===== src/rtl/bf_tty.sv =====
// Text-mode character sink: FIFO-buffered character stream rendered into a
// COLS x ROWS video RAM with LF/CR/BS handling and hardware scroll.
module bf_tty #(
    parameter int         COLS    = 80,
    parameter int         ROWS    = 25,
    parameter int         FIFO_AW = 4,
    parameter logic [7:0] ATTR    = 8'h07
) (
    input  logic        clock,
    input  logic        reset_n,
    input  logic        print,
    input  logic [7:0]  out,
    output logic        full,
    output logic        lost,
    output logic        busy,
    output logic [11:0] vaddr,
    output logic [15:0] vdata,
    output logic        vwe,
    input  logic [15:0] vdin,
    output logic [6:0]  cur_x,
    output logic [4:0]  cur_y
);
    localparam logic [11:0] LAST_CELL = 12'(COLS*ROWS - 1);
    localparam logic [11:0] LAST_SCR  = 12'(COLS*(ROWS-1) - 1);
    localparam logic [11:0] LAST_ROW  = 12'(COLS*(ROWS-1));
    localparam logic [11:0] COLS_W    = 12'(COLS);
    localparam logic [11:0] LAST_COL  = 12'(COLS - 1);
    localparam logic [6:0]  XMAX      = 7'(COLS - 1);
    localparam logic [4:0]  YMAX      = 5'(ROWS - 1);
    localparam logic [15:0] BLANK     = {ATTR, 8'h20};

    if (COLS*ROWS > 4096 || COLS > 128 || ROWS > 32) begin : g_bad_geom
        $error("bf_tty: screen geometry does not fit 12-bit addresses / cursor widths");
    end

    typedef enum logic [2:0] {CLRALL, IDLE, EXEC, SCR_RD, SCR_WR, CLRROW} state_t;
    state_t state, nstate;

    logic [7:0]       fifo [2**FIFO_AW];
    logic [FIFO_AW:0] wp, rp;
    logic             empty, push, pop;

    logic [11:0] a, a_d, vaddr_d, row;
    logic [15:0] vdata_q, vdata_d;
    logic        vwe_d, copy, copy_d, is_ctl, adv;
    logic [7:0]  ch;
    logic [6:0]  nx;
    logic [4:0]  ny;

    assign empty = (wp == rp);
    assign full  = (wp[FIFO_AW] != rp[FIFO_AW]) && (wp[FIFO_AW-1:0] == rp[FIFO_AW-1:0]);
    assign push  = print && !full;
    assign pop   = (state == IDLE) && !empty;
    assign busy  = (state != IDLE) || !empty;

    always_ff @(posedge clock)
        if (push) fifo[wp[FIFO_AW-1:0]] <= out;

    always_ff @(posedge clock or negedge reset_n)
        if (!reset_n) begin
            wp   <= '0;
            rp   <= '0;
            lost <= 1'b0;
        end else begin
            if (push)          wp   <= wp + 1'b1;
            if (pop)           rp   <= rp + 1'b1;
            if (print && full) lost <= 1'b1;
        end

    assign is_ctl = (ch == 8'h0A) || (ch == 8'h0D) || (ch == 8'h08);
    assign adv    = (ch == 8'h0A) || (!is_ctl && cur_x == XMAX);
    assign row    = 12'(cur_y) * COLS_W;

    always_ff @(posedge clock or negedge reset_n)
        if (!reset_n) state <= CLRALL;
        else          state <= nstate;

    always_comb begin
        nstate = state;
        case (state)
            CLRALL: if (a == LAST_CELL) nstate = IDLE;
            IDLE:   if (!empty) nstate = EXEC;
            EXEC:   nstate = (adv && cur_y == YMAX) ? SCR_RD : IDLE;
            SCR_RD: nstate = SCR_WR;
            SCR_WR: nstate = (a == LAST_SCR) ? CLRROW : SCR_RD;
            CLRROW: if (a == LAST_COL) nstate = IDLE;
            default: nstate = CLRALL;
        endcase
    end

    // Outputs are registered; a scroll write forwards vdin straight to vdata
    // because the RAM read issued in SCR_RD only lands in the write cycle.
    always_comb begin
        vwe_d   = 1'b0;
        vaddr_d = vaddr;
        vdata_d = vdata_q;
        copy_d  = 1'b0;
        a_d     = a;
        nx      = cur_x;
        ny      = cur_y;
        case (state)
            CLRALL: begin
                vwe_d   = 1'b1;
                vaddr_d = a;
                vdata_d = BLANK;
                a_d     = (a == LAST_CELL) ? 12'd0 : a + 12'd1;
            end
            EXEC: begin
                a_d = 12'd0;
                case (ch)
                    8'h0A: nx = 7'd0;
                    8'h0D: nx = 7'd0;
                    8'h08: if (cur_x != 7'd0) begin
                        nx      = cur_x - 7'd1;
                        vwe_d   = 1'b1;
                        vaddr_d = row + {5'd0, cur_x - 7'd1};
                        vdata_d = BLANK;
                    end
                    default: begin
                        vwe_d   = 1'b1;
                        vaddr_d = row + {5'd0, cur_x};
                        vdata_d = {ATTR, ch};
                        nx      = (cur_x == XMAX) ? 7'd0 : cur_x + 7'd1;
                    end
                endcase
                if (adv && cur_y != YMAX) ny = cur_y + 5'd1;
            end
            SCR_RD: vaddr_d = a + COLS_W;
            SCR_WR: begin
                vwe_d   = 1'b1;
                vaddr_d = a;
                copy_d  = 1'b1;
                a_d     = (a == LAST_SCR) ? 12'd0 : a + 12'd1;
            end
            CLRROW: begin
                vwe_d   = 1'b1;
                vaddr_d = LAST_ROW + a;
                vdata_d = BLANK;
                a_d     = (a == LAST_COL) ? 12'd0 : a + 12'd1;
            end
            default: ;
        endcase
    end

    always_ff @(posedge clock or negedge reset_n)
        if (!reset_n) begin
            vwe     <= 1'b0;
            vaddr   <= 12'd0;
            vdata_q <= 16'd0;
            copy    <= 1'b0;
            a       <= 12'd0;
            ch      <= 8'd0;
            cur_x   <= 7'd0;
            cur_y   <= 5'd0;
        end else begin
            vwe     <= vwe_d;
            vaddr   <= vaddr_d;
            vdata_q <= vdata_d;
            copy    <= copy_d;
            a       <= a_d;
            cur_x   <= nx;
            cur_y   <= ny;
            if (pop) ch <= fifo[rp[FIFO_AW-1:0]];
        end

    assign vdata = copy ? vdin : vdata_q;
endmodule

===== config.mk =====
export PLATFORM = sky130hd
export DESIGN_NAME = bf_tty
export DESIGN_NICKNAME = d
export VERILOG_FILES = /design/src/rtl/bf_tty.sv
export SDC_FILE = /design/constraint.sdc
export NUM_CORES = 1
export LEC_CHECK = 0
export ABC_CLOCK_PERIOD_IN_PS = 3390
export CAP_MARGIN = 5
export CORE_ASPECT_RATIO = 1.75
export CORE_MARGIN = 8
export CORE_UTILIZATION = 48
export CTS_BUF_LIST = sky130_fd_sc_hd__clkbuf_2
export DETAILED_ROUTE_END_ITERATION = 12
export DONT_BUFFER_PORTS = 1
export GPL_ROUTABILITY_DRIVEN = 0
export HOLD_SLACK_MARGIN = 0.06
export SLEW_MARGIN = 0
export SYNTH_ARGS = -nofsm -noshare
export SYNTH_HDL_FRONTEND = slang
export SYNTH_SLANG_ARGS = --single-unit

===== constraint.sdc =====
create_clock -name clock -period 3.39 [get_ports clock]
set_input_delay 1.017 -clock clock [delete_from_list [all_inputs] [get_ports clock]]
set_output_delay 1.017 -clock clock [all_outputs]
set_load 0.05 [all_outputs]

* After elaboration in Yosys (flattened, before gate mapping)
Memories as Yosys holds them, arrays and structs flattened. A register that Yosys moved wholly into a read port is not among the register bits.
Cells that the tools add are included.
** Cells by class
- $add $sub $neg :: 10
- Mux-type cells :: 26
- $lt $le $gt $ge :: 0
- Bitwise logic cells :: 0
- Multiply operators :: 1
- Eq/ne operators :: 24
- Divide/modulo/power cells :: 0
- Reduce and logical (&&, ||, !) cells :: 29
- Shift-type cells :: 0
** Operator list (number)
- $pmux 12 s4 :: 2
- $pmux 16 s2 :: 2
- $mux 12 :: 4
- $mux 16 :: 2
- $add 12x7->12 :: 2
- $eq 12x11->1 const B :: 2
- $eq 8x4->1 const B :: 3
- $pmux 12 s2 :: 1
- $pmux 3 s6 :: 1
- $add 5x1->5 const B :: 3
- $mux 7 :: 2
- $pmux 7 s2 :: 1
- $add 11x12->12 const A :: 1
- $add 12x1->12 const B :: 1
- $add 12x7->12 const B :: 1
- $eq 12x7->1 const B :: 1
- $mux 3 :: 4
- $reduce_and 3->1 :: 3
- $mul 5x3->8 const B :: 1
- $ne 2x2->1 const B :: 4
- $reduce_bool 4->1 :: 2
- $add 7x1->7 const B :: 1
- $eq 7x7->1 const B :: 1
- $logic_and 1x1->1 :: 7
- 23 further kinds :: 38
** Storage, ports and cells
- Output and inout bits :: 44
- Input port bits :: 27
- Bits in writable memories :: 128
- Bits in registers :: 68
- Memories kept :: 1
- Bits in latches :: 0
- Bits in read-only memories :: 0
** Memory list
- fifo :: depth 16, bits a word 8, rd ports 1, clocked after memory_dff 1, write ports 1, RTL line 39 : logic [7:0] fifo [2**FIFO_AW];

* Logic depth before layout (Yosys ltp)
- Word-level depth :: 9
- Mapped depth :: 13
- Gate-level depth less buffers :: 13

* Least setup slack after synthesis
OpenSTA, ideal clock, no wires.
- Path type :: register to register
- Start :: register cur_x[0]
- End :: register vaddr[10]
- Data arrival time :: 2824 ps
- Setup slack :: 439 ps
- Period minus slack after synthesis :: 2951 ps
- Buffers on the path :: 0
- Cell stages (with the launch flop) :: 13
- Setup time :: 127 ps
- Path through :: dfrtp_1 -> inv_1 -> ha_1 -> nor3b_1 -> nand2_1 -> nor2_1 -> xor2_1 -> ha_1 -> nor2b_1 -> o2111ai_1 -> xor3_1 -> a211oi_1 -> o21ai_0
** Between the ends
- Cells in the longest elaborated chain, start to end :: 5
- Elaborated cells on any way between the ends :: 9
- Those cells by class :: add/sub: 3; eq/ne: 1; mux: 3; reduce/logical: 2
** Ends and longest elaborated chain
- start, declared :: RTL line 20 : output logic [6:0] cur_x,
- start signal, assigned :: RTL line 161 : cur_x <= nx;
- $sub 7x1->7 :: RTL line 116 : vaddr_d = row + {5'd0, cur_x - 7'd1};
- $add 12x7->12 :: RTL line 116
- $mux 12 :: RTL line 113 : 8'h08: if (cur_x != 7'd0) begin
- $pmux 12 s2 :: RTL line 110 : case (ch)
- $pmux 12 s4 :: RTL line 101 : case (state)
- end signal, assigned :: RTL line 157 : vaddr <= vaddr_d;
- end, declared :: RTL line 16 : output logic [11:0] vaddr,
Parallel ways exist; a longest one is shown, timed or not. The select of a mux whose other input is x is not followed.
A chain may end at the register's enable or synchronous reset.

* Worst setup path after layout
- Start :: register wp[0]
- End :: output busy
** Between the ends
- Cells in the longest elaborated chain, start to end :: 3
** Ends and longest elaborated chain
- start, declared :: RTL line 40 : logic [FIFO_AW:0] wp, rp;
- start signal, assigned :: RTL line 65 : if (push) wp <= wp + 1'b1;
- $eq 5x5->1 :: RTL line 50 : assign empty = (wp == rp);
- $logic_not 1->1
- $logic_or 1x1->1 :: RTL line 54 : assign busy = (state != IDLE) || !empty;
- end, declared :: RTL line 15 : output logic busy,
Every way passes these cells.

==> summary.txt <==
Clock network
  • CTS buffer count: 17
  • CTS Buffer Depth: 2
  • Clk pin slew, worst setup/hold paths: 0.30 ns
  • Clk Latency, worst-skew pair: 0.79 ns
  • Root buf cell: clkbuf_2
  • Clock Sink Count: 197
  • CTS tree: built
  • Htree depth: 4

Detailed routing
  • WL per Instance: 23.5 µm
  • Total number of vias: 6,008
  • Final ANT Viol Nets: 0
  • Vias per cell: 6.16
  • 1st-iter DRT viols: between 500 and 600
  • Final WL: 22,900 µm
  • DRC: 0
  • 1st-pass router iterations: 5

Critical path
  • Path type of the worst setup path: flop to output port
  • Delay-heaviest family, CP: simple AND/OR/NAND/NOR gates
  • Critical path, cell by cell: xor2_1 > nor4_4 > buf_4 > nand3_4
  • Maximum fanout along the worst path: 5
  • CP Buf/Inv Count: 1
  • Worst path max stage delay: 0.49 ns
  • Worst path required time: between 2 and 2.5 ns
  • CP Capture Type: output port
  • Worst path slowest cell: dfrtp_1
  • Worst Setup Start Kind: flop
  • Critical path arrival: 2.15 ns

Timing
  • Fmax: 0.316 GHz
  • Rel. slew slack: 44.6%
  • Final setup fails: 0
  • Final slew viol count: 0
  • Unrepaired setup endpoints after global routing: no
  • Final setup margin: between 0.2 and 0.25 ns
  • Setup TNS: 0 ns
  • Fin crit share: 93.4%
  • Worst Max-Slew Pin Slew: 0.824 ns
  • Final worst path period need: 3.17 ns
  • Fin. Hold Viols: 0
  • Worst Skew: 0.0389 ns

Cells and area
  • FF/Latch Area: 5570 µm²
  • Total Nets Final: 770
  • Non-filler cells, final: roughly 980
  • Share of layout cells above drive strength 1: 16.6%
  • Area of the multi-input gates: 3710 µm²
  • Util after Layout: approximately half
  • P&R area growth vs syn: 5.37%
  • Layout fillers: 1,662

Yosys
  • Synthesized flop and latch total: between 150 and 200
  • Sequential share of the synthesized area: approximately 58%
  • Ys Warns: 0
  • Synth top cells by count: edfxtp_1 (128), dfrtp_1 (69), nand2_1 (55)
  • Largest cells by area after synthesis: edfxtp_1 (40%), dfrtp_1 (18%), mux4_2 (7.5%), ha_1 (3.1%), nand2_1 (2.2%)
  • Syn Inst Count: 714
  • Top FF cell, synth: edfxtp_1
  • Synthesized area: 9600 µm²
  • Yosys top cell by area: edfxtp_1
  • Synthesized Nets: 767
  • Synth cell types: 79
  • Post-synth top area share: between 40% and 50%
  • Mean post-synth cell area: 13.4 µm²
  • Post-synth EDFFs: 128
  • Asr flop ratio synth: a little over a third
  • Top-count cell post-synth: edfxtp_1

Global route
  • Vias in the first global route: ~6,300
  • Grt total ovfl: 0
  • First-pass GRT wire length: 36,000 µm
  • Largest net degree at the start of global routing: 70
  • Initial antenna violation count: 1
  • Gr usage total: between 10% and 20%

Floorplan
  • Ports: 71
  • Initial Util: 48.8%
  • DIE AREA: 25,000 µm²
  • Placement Rows: 68
  • Core ar.: approximately 20,000 µm²
  • Die W: 123 µm
  • Die height: 203 µm

Power and ir drop
  • Leak Pwr: between 3 and 4 nW
  • Power per Cell Area: 431 nW/µm²
  • Maximum VDD drop: 464 µV

Min path
  • Tightest Hold Check Type: input port to flop

Status
  • Outcome: finished, final reports clean

Run
  • Max-cap violations: 0

Placed design
  • Port Buf Inserts: 0
  • Worst slack, placed: 0.303 ns
  • Placed cell count: 939
  • DP Wirelength: 16,900 µm
-- where the power goes --
part	switching, mW	internal, mW
combinational	0.271	0.154
sequential	0.105	2.76
clock	0.847	0.227
-- metal layers --
layer / GRT usage, % / up-vias / part of all wire [%]
met1: 18.6 / 3024 / 34
met4: 8.93 / 0 / 4.1
met5: 0 / - / 0
met2: 36.9 / 188 / 57
li1: - / 2731 / -
met3: 3.87 / 65 / 4.1
-- cells in the final DEF (no fill, tap or decap), types with 11 or more instances in the layout --
cell type	count
clkbuf_2	19
nor2_1	35
and3_1	19
buf_4	25
a21oi_1	18
edfxtp_1	128
nor3_1	12
inv_1	21
a22o_1	15
nand2_1	55
xnor2_1	17
ha_1	24
xor2_1	20
dfrtp_1	67
o21ai_0	27
nand4_1	13
a221oi_1	11
and2_1	12
nand3_1	22
mux4_2	32
-- sequential cells by signal, indices dropped and copies added, names as in the netlist --
register	cells
cur_y	5
state	3
vaddr	12
ch	8
rp	5
fifo	128
a	12
lost	1
vdata_q	9
copy	1
wp	5
cur_x	7
vwe	1
-- stage by stage --
stage                     instance area (µm²)  power (mW)  hold slack (ns)
after floorplan                          9600        3.16            0.436
after global placement                   9820        3.27            0.464
after detailed placement                 9820        3.29            0.468
after CTS                               10100        4.39            0.207
after global routing                    10100        4.54            0.192
final                                   10100        4.36            0.300
-- cell type report --
cell class / count / area share, %
antenna: 1 / 0.0247
clock buffer: 19 / 0.940
clock inverter: 12 / 1.16
inverter: 23 / 0.853
multi-input combinational: 451 / 36.7
sequential: 197 / 55.1
tap: 245 / 3.03
timing repair buffer: 27 / 2.23
-- timing repair --
action | in CTS | in global routing
resized for setup | 3 | 3
setup buffers | 0 | 2
hold buffers | 2 | 0
endpoints found under the setup margin | 2 | 4
endpoints found under the hold margin | 69 | 0
pin swaps | 0 | 1
-- final timing paths --
kind                                        start                     end  slack [ns]  cells after the start
setup / recovery                wp[0]$_DFFE_PN0P_                    busy        0.22                      4
hold / removal                             out[5]   fifo[13][5]$_DFFE_PP_        0.30                      0
setup reg to reg                ch[7]$_DFFE_PN0P_   vaddr[10]$_DFFE_PN0P_        0.30                     13
hold reg to reg            vdata_q[9]$_DFFE_PN0P_  vdata_q[9]$_DFFE_PN0P_        0.52                      1
max in group asynchronous                 reset_n       rp[0]$_DFFE_PN0P_        2.30                      2
min in group asynchronous                 reset_n   vaddr[10]$_DFFE_PN0P_        0.75                      2
-- cells by family after synthesis --
| group | Yosys count | synth area share (%) |
|---|---|---|
| buf+inv | 66 | 3.58 |
| simple gates | 211 | 12.0 |
| mux | 44 | 8.94 |
| flops | 197 | 58.0 |
| compound gates | 131 | 10.2 |
| fa+ha+maj | 27 | 3.65 |
| xor+xnor | 38 | 3.62 |
Note: power is estimated with default switching activity, not from simulation.
